--- src/rtl/mu0_datapath_stack.sv ---
// MU0 datapath (Acc/PC/IR, X/Y/address muxes, 4-op ALU) with a return-address stack for JSR/RTS.
// Optional build macro MU0_CARRY_FLAG_EN adds a registered ALU carry flag C; otherwise C is tied low.
module mu0_datapath_stack #(
   parameter int unsigned DATA_W      = 16,
   parameter int unsigned ADDR_W      = 12,
   parameter int unsigned STACK_DEPTH = 4
) (
   input  logic              Clk,
   input  logic              Reset,
   input  logic [DATA_W-1:0] Din,
   input  logic              X_sel,
   input  logic              Y_sel,
   input  logic              Addr_sel,
   input  logic              PC_En,
   input  logic              IR_En,
   input  logic              Acc_En,
   input  logic [1:0]        M,
   input  logic              Push,
   input  logic              Pop,
   output logic [3:0]        F,
   output logic [ADDR_W-1:0] Address,
   output logic [DATA_W-1:0] Dout,
   output logic              N,
   output logic              Z,
   output logic              C,
   output logic [ADDR_W-1:0] PC,
   output logic [DATA_W-1:0] Acc,
   output logic              Stk_Full,
   output logic              Stk_Empty,
   output logic              Stk_Err
);

   localparam int unsigned PTR_W = $clog2(STACK_DEPTH);
   localparam int unsigned OCC_W = PTR_W + 1;

   logic [DATA_W-1:0] ir;
   logic [DATA_W-1:0] x;
   logic [DATA_W-1:0] y;
   logic [DATA_W-1:0] alu;
   logic [OCC_W-1:0]  occ;
   logic [ADDR_W-1:0] stack_mem [STACK_DEPTH];
   logic [ADDR_W-1:0] stack_top;
   logic              push_ok;
   logic              pop_ok;
   logic              stk_err_evt;

   // Operand and address selection
   assign x       = X_sel    ? DATA_W'(PC)         : Acc;
   assign y       = Y_sel    ? ir                  : Din;
   assign Address = Addr_sel ? ir[ADDR_W-1:0]      : PC;
   assign Dout    = x;
   assign F       = ir[DATA_W-1:DATA_W-4];
   assign N       = Acc[DATA_W-1];
   assign Z       = (Acc == '0);

`ifdef MU0_CARRY_FLAG_EN
   logic [DATA_W:0] alu_ext;
   logic            carry_nxt;

   // Extended ALU; for subtraction the top bit is the borrow, so C is its inverse
   always_comb begin
      alu_ext   = {1'b0, y};
      carry_nxt = 1'b0;
      case (M)
         2'b00: begin
            alu_ext   = {1'b0, y};
            carry_nxt = 1'b0;
         end
         2'b01: begin
            alu_ext   = {1'b0, x} + {1'b0, y};
            carry_nxt = alu_ext[DATA_W];
         end
         2'b10: begin
            alu_ext   = {1'b0, x} + (DATA_W+1)'(1);
            carry_nxt = alu_ext[DATA_W];
         end
         default: begin
            alu_ext   = {1'b0, x} - {1'b0, y};
            carry_nxt = ~alu_ext[DATA_W];
         end
      endcase
   end

   assign alu = alu_ext[DATA_W-1:0];

   always_ff @(posedge Clk) begin
      if (Reset)       C <= 1'b0;
      else if (Acc_En) C <= carry_nxt;
   end
`else
   always_comb begin
      alu = y;
      case (M)
         2'b00:   alu = y;
         2'b01:   alu = x + y;
         2'b10:   alu = x + DATA_W'(1);
         default: alu = x - y;
      endcase
   end

   assign C = 1'b0;
`endif

   // Stack control: simultaneous push/pop, overflow and underflow are all no-ops that flag an error
   assign Stk_Full    = (occ == OCC_W'(STACK_DEPTH));
   assign Stk_Empty   = (occ == '0);
   assign push_ok     = Push & ~Pop & ~Stk_Full & ~Reset;
   assign pop_ok      = Pop & ~Push & ~Stk_Empty;
   assign stk_err_evt = (Push & Pop) | (Push & Stk_Full) | (Pop & Stk_Empty);
   assign stack_top   = stack_mem[PTR_W'(occ - OCC_W'(1))];

   always_ff @(posedge Clk) begin
      if (push_ok) stack_mem[occ[PTR_W-1:0]] <= PC;
   end

   always_ff @(posedge Clk) begin
      if (Reset) begin
         occ     <= '0;
         Stk_Err <= 1'b0;
      end else begin
         if (push_ok)     occ <= occ + OCC_W'(1);
         else if (pop_ok) occ <= occ - OCC_W'(1);
         if (stk_err_evt) Stk_Err <= 1'b1;
      end
   end

   // Architectural registers; a successful pop takes priority over PC_En
   always_ff @(posedge Clk) begin
      if (Reset) begin
         PC  <= '0;
         Acc <= '0;
         ir  <= '0;
      end else begin
         if (pop_ok)     PC <= stack_top;
         else if (PC_En) PC <= alu[ADDR_W-1:0];
         if (Acc_En)     Acc <= alu;
         if (IR_En)      ir  <= Din;
      end
   end

endmodule
--- config.mk ---
export PLATFORM = sky130hd
export DESIGN_NAME = mu0_datapath_stack
export DESIGN_NICKNAME = d
export VERILOG_FILES = /design/src/rtl/mu0_datapath_stack.sv
export SDC_FILE = /design/constraint.sdc
export NUM_CORES = 1
export LEC_CHECK = 0
export ABC_AREA = 1
export BUFFER_PORTS_ARGS = -buffer_cell sky130_fd_sc_hd__clkbuf_2
export CELL_PAD_IN_SITES_DETAIL_PLACEMENT = 1
export CELL_PAD_IN_SITES_GLOBAL_PLACEMENT = 1
export CORE_MARGIN = 4
export CORE_UTILIZATION = 45
export DETAILED_ROUTE_END_ITERATION = 10
export GPL_TIMING_DRIVEN = 0
export PLACE_DENSITY = 0.87
export SYNTH_ARGS = -nofsm -noshare
export SYNTH_HDL_FRONTEND = slang
export SYNTH_SLANG_ARGS = --single-unit
--- constraint.sdc ---
create_clock -name Clk -period 9.8 [get_ports Clk]
set_input_delay 1.47 -clock Clk [delete_from_list [all_inputs] [get_ports Clk]]
set_output_delay 1.47 -clock Clk [all_outputs]
set_load 0.01 [all_outputs]
-- After elaboration in Yosys (flattened, before gate mapping)
Memories as Yosys holds them, arrays and structs flattened.
Index checks and enable logic that the tools add are counted.
- flip-flop bits (word level): 48
- memory bits (writable): 48
- logic and storage cells: 44
- memories kept: 1
- memory list (memory ; depth ; bits a word ; rd ports ; clocked after memory_dff ; wr ports ; line ; source):
    stack_mem ; 4 ; 12 ; 1 ; 0 ; 1 ; 41 ; logic [ADDR_W-1:0] stack_mem [STACK_DEPTH];
- add/subtract/negate cells: 5
- equality and inequality tests: 3
- mux-type cells: 10
- bitwise operators: 15
- reductions and logical operators: 5
- operator list (operator ; count):
    case mux 16 bit (3 select lines) ; 1
    two-way mux 12 bit ; 3
    two-way mux 16 bit ; 2
    adder 16 x 1 -> 16 bit, second input constant ; 1
    adder 16 bit ; 1
    logical NOT 16 bit ; 1
    subtractor 16 bit ; 1
    AND 1 bit ; 8
    two-way mux 3 bit ; 2
    inverter 1 bit ; 5
    nonzero test 2 bit ; 2
    adder 3 x 1 -> 3 bit, second input constant ; 1
    equality test 3 bit, second input constant ; 1
    logical NOT 3 bit ; 1
    subtractor 3 x 1 -> 3 bit, second input constant ; 1
    equality test 2 x 1 -> 1 bit, second input constant ; 1
    equality test 2 bit, second input constant ; 1
    logical NOT 2 bit ; 1
    two-way mux 1 bit ; 2
    OR 1 bit ; 2

-- Longest topological paths before layout
Gate-level depths: netlist of run 1.
- depth after elaboration: 6
- depth in mapped cells: 24

-- Worst setup path before layout of run 1
OpenSTA, ideal clock, no wires.
- path kind: input-to-reg
- start point: input M[0]
- end point: register Acc[12]
- setup time: 0.134 ns
- arrival: 3.993 ns
- required time: 9.666 ns
- path slack: 5.673 ns
- cell stages on the path: 18
- buffers on the path: 1
- path through: inv_1 ha_1 inv_1 nor2_1 inv_1 buf_2 o211ai_1 inv_1 fa_1 nand3_1 nand3_1 a21boi_0 o21bai_1 a21oi_1 xor2_1 nand2_1 nand2_1 a21oi_1
- longest elaborated chain between the ends: 2
- elaborated cells on any way between the ends: 4
- ends and longest elaborated chain (what ; line ; source):
    start: declaration ; 17 ; input logic [1:0] M,
    equality test 2 bit (tied with other cells) ; 93 ; case (M)
    case mux 16 bit (3 select lines) (*) ; 93 ;
    end signal: assignment ; 136 ; if (Acc_En) Acc <= alu;
    end: declaration ; 27 ; output logic [DATA_W-1:0] Acc,
Every way passes the cells marked *; elsewhere a longest branch is shown, timed or not.
A chain may end at the register's enable or synchronous reset.

-- Worst setup path after layout of run 1
- start point: input M[0]
- end point: register PC[8]
- longest elaborated chain between the ends: 4
- elaborated cells on any way between the ends: 6
- ends and longest elaborated chain (what ; line ; source):
    equality test 2 bit (tied with other cells) ; 93 ;
    case mux 16 bit (3 select lines) (*) ; 93 ;
    two-way mux 12 bit (*) ; 135 ; else if (PC_En) PC <= alu[ADDR_W-1:0];
    two-way mux 12 bit (*) ; 134 ; if (pop_ok) PC <= stack_top;
    end signal: assignment ; 134 ;
    end signal: assignment ; 135 ;
    end: declaration ; 26 ; output logic [ADDR_W-1:0] PC,
Every way passes the cells marked *; elsewhere a longest branch is shown, timed or not. The select of a mux whose other input is x is not followed.

==> out/metrics.cfg, run 1 <==
[run_status]
status=complete, no violations

[clock_tree]
cts_max_path_buffers=2
cts_num_sinks=96
postCtsResizedCells=0
insertion_delay_ps=360
cts_tree=done
cts-root-buf=clkbuf_16
cts_buffers=9
path_clk_slew_ps=70
htreeDepth=3
cts_hold_buf=0
postCtsSetupBuffers=0

[synthesis]
synth_xor_area_share_pct=1.78
synth-seq-cells=96
ys_async_sr_fraction_pct=0
synth_adder_area_share_pct=6.06
synth_mux_area_share_pct=0
synth_top_area_share_pct=24.4
synth.area.top_cells=edfxtp_1 24%, dfxtp_1 16%, nand2_1 12%
synth_compound_area_share_pct=20.1
synth_top_family_by_area=simple AND/OR/NAND/NOR gates
synthDistinctLibCells=42
ys_dominant_reg_cell=edfxtp_1
synth_top_area_cell=edfxtp_1
synth_fp_nets=860
synth_common_cells=194 x nand2_1, 109 x inv_1, 93 x o21ai_0
synthCells=804
synth_simple_gate_area_share_pct=20.3
synthesis.area_sq_mm=0.00591
yosysSeqAreaShare_pct=40.7
synth_edf_count=48
yosysMostFrequentCell=nand2_1
syn_area_per_cell_sq_um=7.35
ys_warn_count=0

[global_routing]
grt_max_degree=17
grt_use_total_pct=28.7
grt_pass1_wl_um=33100
antenna_found_initial=0
grt-ovfl-total=0
grt_pass1_vias=6433

[worst_setup_path]
rrSetupSlack_ps=6200
cp.arrival_ps=5020
critPathLaunchType=input pin
endpoint=PC[8]
crit_type=in2reg
worst-r2r-cell-count=14
crit_start=M[0]
end_kind=register
cp_max_fo=10
r2r-start=occ[0]
cp.required_ps=10080
rr_endpoint=occ[2]

[placed_design]
dpl-instance-area_sq_mm=0.00656
gp_congestion=0.931
placedCellCount=1064
port_buffers=88
post-place-ws_ps=4760
dpl.hpwl_um=16400

[finish]
antenna_cells=0
stdcell_area_sq_mm=0.00688
drive_gt1_share_pct=14.5
area_growth_pct=16.5
instances_no_fill=1080
nets=959

[floorplan]
core_sq_mm=0.0127
die_width_um=123
initial_core_util_pct=46.4
rows=41
top_level_ports=94
dieArea_sq_mm=0.0150
die_y_um=123

[sta]
setup_tns_ps=0
slew-limit-headroom_pct=9.12
layout_min_cycle_time_ps=4740
finalWorstSetupSlack_ps=5060
tightest_slew_ps=1360
slew_violations=0
hold_violations=0
achievable-frequency_mhz=211
rsz0062_at_grt=false
fin_crit_sh_pct=48.3
fin_skew_ps=6.40
final-setup-viol-count=0

[detailed_routing]
wl_um=21000
drc=0
ant_nets=0
avgRoutedWirePerCell_um=19.4
viasPerCell=5.53
drtPass1Iterations=5
drt_iter0_markers=420
vias=5967

[pwr]
p_total_mw=1.24
p_leak_nw=3.21
cellPowerDensity_mw_per_mm2=180
ir_drop_v=0.0000716

[run]
max_cap_viol_count=0

[min_path]
min_path_type=reg2reg
min_from=Stk_Err

[worst min-delay path by stage]
| stage | endpoint | slack [ps] | cells after the start |
|---|---|---|---|
| 6_report | Stk_Err | 460 | 2 |
| 5_1_grt | Stk_Err | 480 | 2 |
| 4_1_cts | Stk_Err | 470 | 2 |
| 3_5_place_dp | Stk_Err | 460 | 2 |
| 3_3_place_gp | Stk_Err | 440 | 2 |
| 2_1_floorplan | ir[11] | 450 | 2 |
[cells by family after synthesis]
kind of cell / count (synthesis)
AOI/OAI and AO/OA: 216
buffers and inverters: 152
adders and majority gates: 28
xor gates and xnor gates: 12
and+or+nand+nor: 299
DFF: 96
other: 1
[sequential cells by signal, indices dropped and copies added, names as in the netlist]
register,count
stack_mem,48
Acc,16
ir,16
PC,12
occ,3
Stk_Err,1
[worst max-delay path: stages]
cell and delay [ps]:
clkbuf_2 110, inv_1 60, ha_1 420, inv_1 180
nor2_1 270, inv_1 160, buf_2 210, o211ai_1 110
inv_1 100, fa_1 500, nand3_1 100, nand3_1 100
a21boi_0 330, o21bai_1 170, xor2_1 160, o21ai_0 310
nand2_1 90, a21oi_1 160
[per-stage QoR]
step,utilization (%),hold slack (ps)
final,54.1,465
after global routing,54.1,479
after CTS,54.1,467
after detailed placement,51.6,457
after global placement,51.6,439
after floorplan,-,449
[placed cells by master (no fill, tap or decap), drive strengths merged, types with 5 or more instances in the layout]
master | synthesis | routed
a21oi | 83 | 83
a221o | 6 | 6
a31oi | 7 | 7
buf | 19 | 19
clkbuf | 21 | 119
dfxtp | 48 | 48
edfxtp | 48 | 48
ha | 27 | 27
inv | 111 | 112
nand2 | 198 | 198
nand3 | 34 | 34
nor2 | 55 | 55
nor3 | 5 | 5
o21ai | 101 | 101
xnor2 | 5 | 5
xor2 | 7 | 7
[where the power goes]
part,switching (mW),total [mW],internal (mW)
registers,0.0325,0.486,0.453
clock network,0.165,0.390,0.225
logic,0.244,0.366,0.122
total,0.442,1.24,0.801
[metal layers]
layer / vias to the layer above / share of wire, % / track usage [%]
met2: 161 / 53 / 54.6
met1: 2912 / 40 / 32.0
met4: 0 / 3.4 / 11.3
li1: 2849 / - / -
met3: 45 / 3.4 / 4.19
met5: - / 0 / 0
[area by class of cell]
cell class                      instances  area (sq um)
Fill cell                            1718          5840
Multi-Input combinational cell        556          2860
Clock inverter                          6          91.3
Clock buffer                           10           229
Inverter                              112           425
Buffer                                 40           224
Timing Repair Buffer                   88           440
Sequential cell                        96          2400
Tap cell                              172           215
No activity file was read; power rests on OpenSTA's default activity.
==> run 2: changes to the inputs <==
--- a/config.mk
+++ b/config.mk
@@ -10,10 +10,10 @@
 export CELL_PAD_IN_SITES_DETAIL_PLACEMENT = 1
 export CELL_PAD_IN_SITES_GLOBAL_PLACEMENT = 1
 export CORE_MARGIN = 4
-export CORE_UTILIZATION = 45
+export CORE_UTILIZATION = 42
 export DETAILED_ROUTE_END_ITERATION = 10
 export GPL_TIMING_DRIVEN = 0
-export PLACE_DENSITY = 0.87
+export PLACE_DENSITY = 0.82
 export SYNTH_ARGS = -nofsm -noshare
 export SYNTH_HDL_FRONTEND = slang
 export SYNTH_SLANG_ARGS = --single-unit
==> constraint.sdc (replaced) <==
create_clock -name Clk -period 4.4 [get_ports Clk]
set_input_delay 0.66 -clock Clk [delete_from_list [all_inputs] [get_ports Clk]]
set_output_delay 0.66 -clock Clk [all_outputs]
set_load 0.01 [all_outputs]
==> run 2 against run 1 <==
Effect of this change: final cell count increased by 0.74%; core utilization decreased by 4.4 points; combinational power increased by 120%; total power increased by 120%; critical path depth unchanged; critical path type unchanged; largest cell class unchanged.
==> out/metrics.cfg, run 2 (synthesized netlist as in run 1, its figures left out) <==
[pwr]
p_leak_nw=3.20
p_seq_share_pct=40.3
internal-power_mw=1.72
p_sw_mw=0.965
pwr-share-clk_pct=30.3
cellPowerDensity_mw_per_mm2=391
power_frac_comb_pct=29.4
ir_drop_v=0.000189
p_sw_share_pct=35.9

[floorplan]
die_y_um=127
rows=43
top_level_ports=94
die_width_um=127
dieArea_sq_mm=0.0160
initial_core_util_pct=42.7
core_sq_mm=0.0138

[clock_tree]
htreeDepth=3
cts_max_path_buffers=2
cts_tree=done
cts_num_sinks=96
insertion_delay_ps=360
cts_buffers=9
cts_hold_buf=0
path_clk_slew_ps=70
cts-root-buf=clkbuf_16
postCtsResizedCells=0
postCtsSetupBuffers=0

[detailed_routing]
drt_iter0_markers=359
wl_um=20100
viasPerCell=5.37
drt-met1-wl_um=8620
vias=5841
drc=0
drtPass1Iterations=5
avgRoutedWirePerCell_um=18.4
wl_met3_um=613
route.met2.wl_um=10100
top_layer_used=met4
ant_nets=0

[sta]
slew_violations=0
fin_skew_ps=8.88
finalWorstSetupSlack_ps=482
tightest_slew_ps=1280
fin_crit_sh_pct=89.1
setup_tns_ps=0
hold_violations=0
achievable-frequency_mhz=255
layout_min_cycle_time_ps=3920
slew-limit-headroom_pct=14.5
rsz0062_at_grt=false
final-setup-viol-count=0

[global_routing]
grt_max_degree=17
grt_use_total_pct=25.4
grt-ovfl-total=0
grt_pass1_vias=5989
antenna_found_initial=0
grt_pass1_wl_um=32200

[finish]
nets=959
layout_common_cells=194 x nand2_1, 109 x inv_1, 93 x o21ai_0
final_common_cell=nand2_1
antenna_cells=0
area_growth_pct=16.3
drive_gt1_share_pct=14.5
largest_reg_flops=48

[worst_setup_path]
end_kind=register
cp_max_fo=10
cp.arrival_ps=4200
crit_type=in2reg
r2r-start=ir[1]
rrSetupSlack_ps=900
cp.required_ps=4680
critPathLaunchType=input pin
worst-r2r-cell-count=18
rr_endpoint=PC[11]

[placed_design]
gp_congestion=0.889
dpl.hpwl_um=15800
port_buffers=88
post-place-ws_ps=163

[min_path]
hold_end=Stk_Err
hold_path_depth=2
min_from=Stk_Err
min_path_type=reg2reg

[run_status]
status=complete, no violations

[run]
max_cap_viol_count=0

run 2: cell types whose count changed in the layout (fill, tap and decap cells not counted), sizes merged:
cell      change
bufinv        -1
clkinv        -1
clkinvlp      +1
inv           +1
run 2: layout make-up:
| type | count | area [sq um] |
|---|---|---|
| fillers | 1775 | 6960 |
| repair buffers | 88 | 440 |
| plain buffers | 40 | 224 |
| multi-input cells | 556 | 2860 |
| flip-flops and latches | 96 | 2400 |
| clock buffers | 10 | 229 |
| clock inverters | 6 | 66.3 |
| well taps | 180 | 225 |
| inverters | 112 | 425 |
run 2: how the worst max path moves through the flow:
| stage | from | depth (start not counted) | slack, ps | end |
|---|---|---|---|---|
| 6_report | M[1] | 18 | 480 | PC[8] |
| 5_1_grt | M[0] | 18 | 90 | PC[8] |
| 4_1_cts | M[0] | 18 | 520 | PC[8] |
| 3_5_place_dp | M[0] | 18 | 160 | PC[8] |
| 3_3_place_gp | M[0] | 18 | 230 | PC[8] |
| 2_1_floorplan | M[0] | 18 | 1080 | Acc[12] |
run 2: per-stage QoR:
step | area (sq um) | utilization, % | total power, mW | hold slack (ps) | std cells
2_1_floorplan | 5910 | - | 1.59 | 449 | 804
3_3_place_gp | 6570 | 47.5 | 1.86 | 442 | 1072
3_5_place_dp | 6570 | 47.5 | 1.89 | 445 | 1072
4_1_cts | 6870 | 49.7 | 2.69 | 455 | 1088
5_1_grt | 6870 | 49.7 | 2.83 | 480 | 1088
6_report | 6870 | 49.7 | 2.69 | 454 | 1088
run 2: power groups by stage:
stage	sequential (mW)	clock (mW)	combinational [mW]
floorplan	1.09	0	0.505
global placement	1.10	0	0.765
detailed placement	1.10	0	0.783
CTS	1.08	0.820	0.790
global route	1.09	0.854	0.885
finish	1.08	0.815	0.791
run 2: layer usage:
layer / vias to the layer above / global-route usage [%]
met3: 45 / 2.65
met5: - / 0
li1: 2852 / -
met2: 137 / 44.9
met4: 0 / 11.1
met1: 2807 / 31.5
run 2: worst max-delay path: stages:
cell and delay (ps):
clkbuf_2 110, inv_1 60, ha_1 420, inv_1 170, nor2_1 290, inv_1 170, buf_2 220, o211ai_1 120
inv_1 100, fa_1 470, nand3_1 100, nand3_1 120, a21boi_0 330, o21bai_1 170, xor2_1 170, o21ai_0 270
nand2_1 100, a21oi_1 140
==> run 3: changes to the inputs <==
--- a/config.mk
+++ b/config.mk
@@ -5,12 +5,11 @@
 export SDC_FILE = /design/constraint.sdc
 export NUM_CORES = 1
 export LEC_CHECK = 0
-export ABC_AREA = 1
 export BUFFER_PORTS_ARGS = -buffer_cell sky130_fd_sc_hd__clkbuf_2
 export CELL_PAD_IN_SITES_DETAIL_PLACEMENT = 1
 export CELL_PAD_IN_SITES_GLOBAL_PLACEMENT = 1
 export CORE_MARGIN = 4
-export CORE_UTILIZATION = 42
+export CORE_UTILIZATION = 45
 export DETAILED_ROUTE_END_ITERATION = 10
 export GPL_TIMING_DRIVEN = 0
 export PLACE_DENSITY = 0.82
==> constraint.sdc (replaced) <==
create_clock -name Clk -period 4.4 [get_ports Clk]
set_input_delay 0.22 -clock Clk [delete_from_list [all_inputs] [get_ports Clk]]
set_output_delay 0.22 -clock Clk [all_outputs]
set_load 0.01 [all_outputs]
==> run 3 against run 2 <==
Effect of this change: critical path type unchanged; maximum frequency is 5.5% higher; synthesized cell count is 32% lower; worst hold slack worse by 310 ps; largest cell class unchanged; total power is 1.1% lower; synthesized area is 0.68% lower; flip-flop and latch count stayed put; largest power group unchanged; clock power is 5.6% lower; critical path depth is 1 lower; clock skew hardly changed; first-iteration DRC count is 8.6% lower; wire length is 8.1% lower.
==> out/metrics.cfg, run 3 <==
[worst_setup_path]
cp_max_fo=10
crit_type=in2reg
cp.arrival_ps=4010
critPathLaunchType=input pin
end_kind=register
cp.required_ps=4700

[finish]
final_common_cell=clkbuf_2
layout_common_cells=88 x clkbuf_2, 58 x nor2_1, 48 x dfxtp_1, 48 x edfxtp_1
largest_reg_flops=48
drive_gt1_share_pct=27.4
nets=701
area_growth_pct=15.9
antenna_cells=0
fillCellCount=1436

[synthesis]
ys_async_sr_fraction_pct=0
synth_edf_count=48
yosysMostFrequentCell=nor2_1
synthCells=547
ys_dominant_reg_cell=edfxtp_1
synth_top_area_cell=edfxtp_1
ys_warn_count=0
synth.area.top_cells=edfxtp_1 25%, dfxtp_1 16%, mux2i_1 6.0%
synth_top_area_share_pct=24.6
synthesis.area_sq_mm=0.00587
synth_common_cells=58 x nor2_1, 48 x dfxtp_1, 48 x edfxtp_1
synth_fp_nets=603
yosysSeqAreaShare_pct=40.9
syn_area_per_cell_sq_um=10.7
synth-seq-cells=96
synthDistinctLibCells=73

[pwr]
ir_drop_v=0.000218
cellPowerDensity_mw_per_mm2=391
p_leak_nw=2.84
p_total_mw=2.66

[sta]
setup_tns_ps=0
fin_crit_sh_pct=84.4
hold_violations=0
tightest_slew_ps=1200
slew-limit-headroom_pct=19.7
slew_violations=0
achievable-frequency_mhz=269
fin_skew_ps=8.43
final-setup-viol-count=0
rsz0062_at_grt=false
layout_min_cycle_time_ps=3710

[floorplan]
rows=41
top_level_ports=94
die_y_um=122
die_width_um=122
initial_core_util_pct=46.3
dieArea_sq_mm=0.0149
core_sq_mm=0.0127

[global_routing]
grt_max_degree=18
grt_pass1_wl_um=28500
grt_use_total_pct=25.4
grt-ovfl-total=0
grt_pass1_vias=5094
antenna_found_initial=0

[min_path]
min_path_type=in2reg

[clock_tree]
postCtsSetupBuffers=0
path_clk_slew_ps=70
cts-root-buf=clkbuf_16
postCtsResizedCells=0
cts_hold_buf=0
cts_num_sinks=96
cts_max_path_buffers=2
cts_buffers=9
cts_tree=done
htreeDepth=3
insertion_delay_ps=350

[placed_design]
dpl.hpwl_um=14400
port_buffers=87
gp_congestion=0.951

[detailed_routing]
drtPass1Iterations=4
drc=0
avgRoutedWirePerCell_um=22.4
vias=4840
ant_nets=0
drt_iter0_markers=328
viasPerCell=5.89
wl_um=18400

[run]
max_cap_viol_count=0

[run_status]
status=complete, no violations

==> run 3: final cells by class <==
type / count / area (sq um) / area share [%]
well taps: 172 / 215 / 3.17
inverters: 10 / 37.5 / 0.552
clock buffers: 9 / 225 / 3.31
multi-input cells: 407 / 3210 / 47.2
repair buffers: 87 / 435 / 6.40
clock inverters: 7 / 55.1 / 0.810
flip-flops and latches: 96 / 2400 / 35.3
plain buffers: 34 / 221 / 3.26
==> run 3: worst paths after layout <==
kind,slack (ps),from,depth (start not counted),endpoint
max,690,Y_sel,17,PC[10]
min,140,Din[10],3,ir[10]
max reg2reg,860,ir[1],13,PC[10]
min reg2reg,530,Stk_Err,2,Stk_Err
==> run 3: critical path, cell delays in order <==
cell and delay [ps]:
buf_6 120, buf_12 140, buf_12 140, buf_4 210, mux2i_1 370, ha_1 240, o21ai_1 160, nor2_1 170
xnor2_1 130, o22ai_1 110, ha_1 380, and2_1 220, o211a_1 260, a21oi_1 150, o221ai_1 230, a2111oi_0 620
a21o_1 130
==> run 3: logic make-up after synthesis <==
| group | count (synthesis) | share of synthesized area (%) |
|---|---|---|
| xor+xnor | 19 | 2.84 |
| compound gates | 133 | 15.2 |
| buf+inv | 44 | 4.41 |
| mux | 81 | 17.5 |
| simple gates | 145 | 13.0 |
| fa+ha+maj | 28 | 6.10 |
| flops | 96 | 40.9 |
| other cells | 1 | 0.0639 |
==> run 3: report_power, final <==
part           internal (mW)  total [mW]  switching, mW  leakage [nW]
Clock                  0.391       0.769          0.378         0.138
Combinational          0.332       0.789          0.457          1.86
Sequential              1.01        1.10         0.0911         0.839
Total                   1.73        2.66          0.926          2.84
==> run 3: stage by stage <==
stage	setup WS (ps)	cells	instance area (sq um)	hold WS [ps]	utilization (%)
6_report	687	822	6800	139	53.7
5_1_grt	526	822	6800	156	53.7
4_1_cts	680	822	6800	134	53.7
3_5_place_dp	347	806	6520	500	51.4
3_3_place_gp	476	806	6520	480	51.4
2_1_floorplan	947	547	5870	367	-
==> run 3: layer usage <==
layer	GRT usage, %	up-vias	wire length [um]
met4	10.6	0	512
met1	30.8	2394	7710
met5	0	-	0
li1	-	2259	-
met3	3.06	40	721
met2	45.6	147	9490
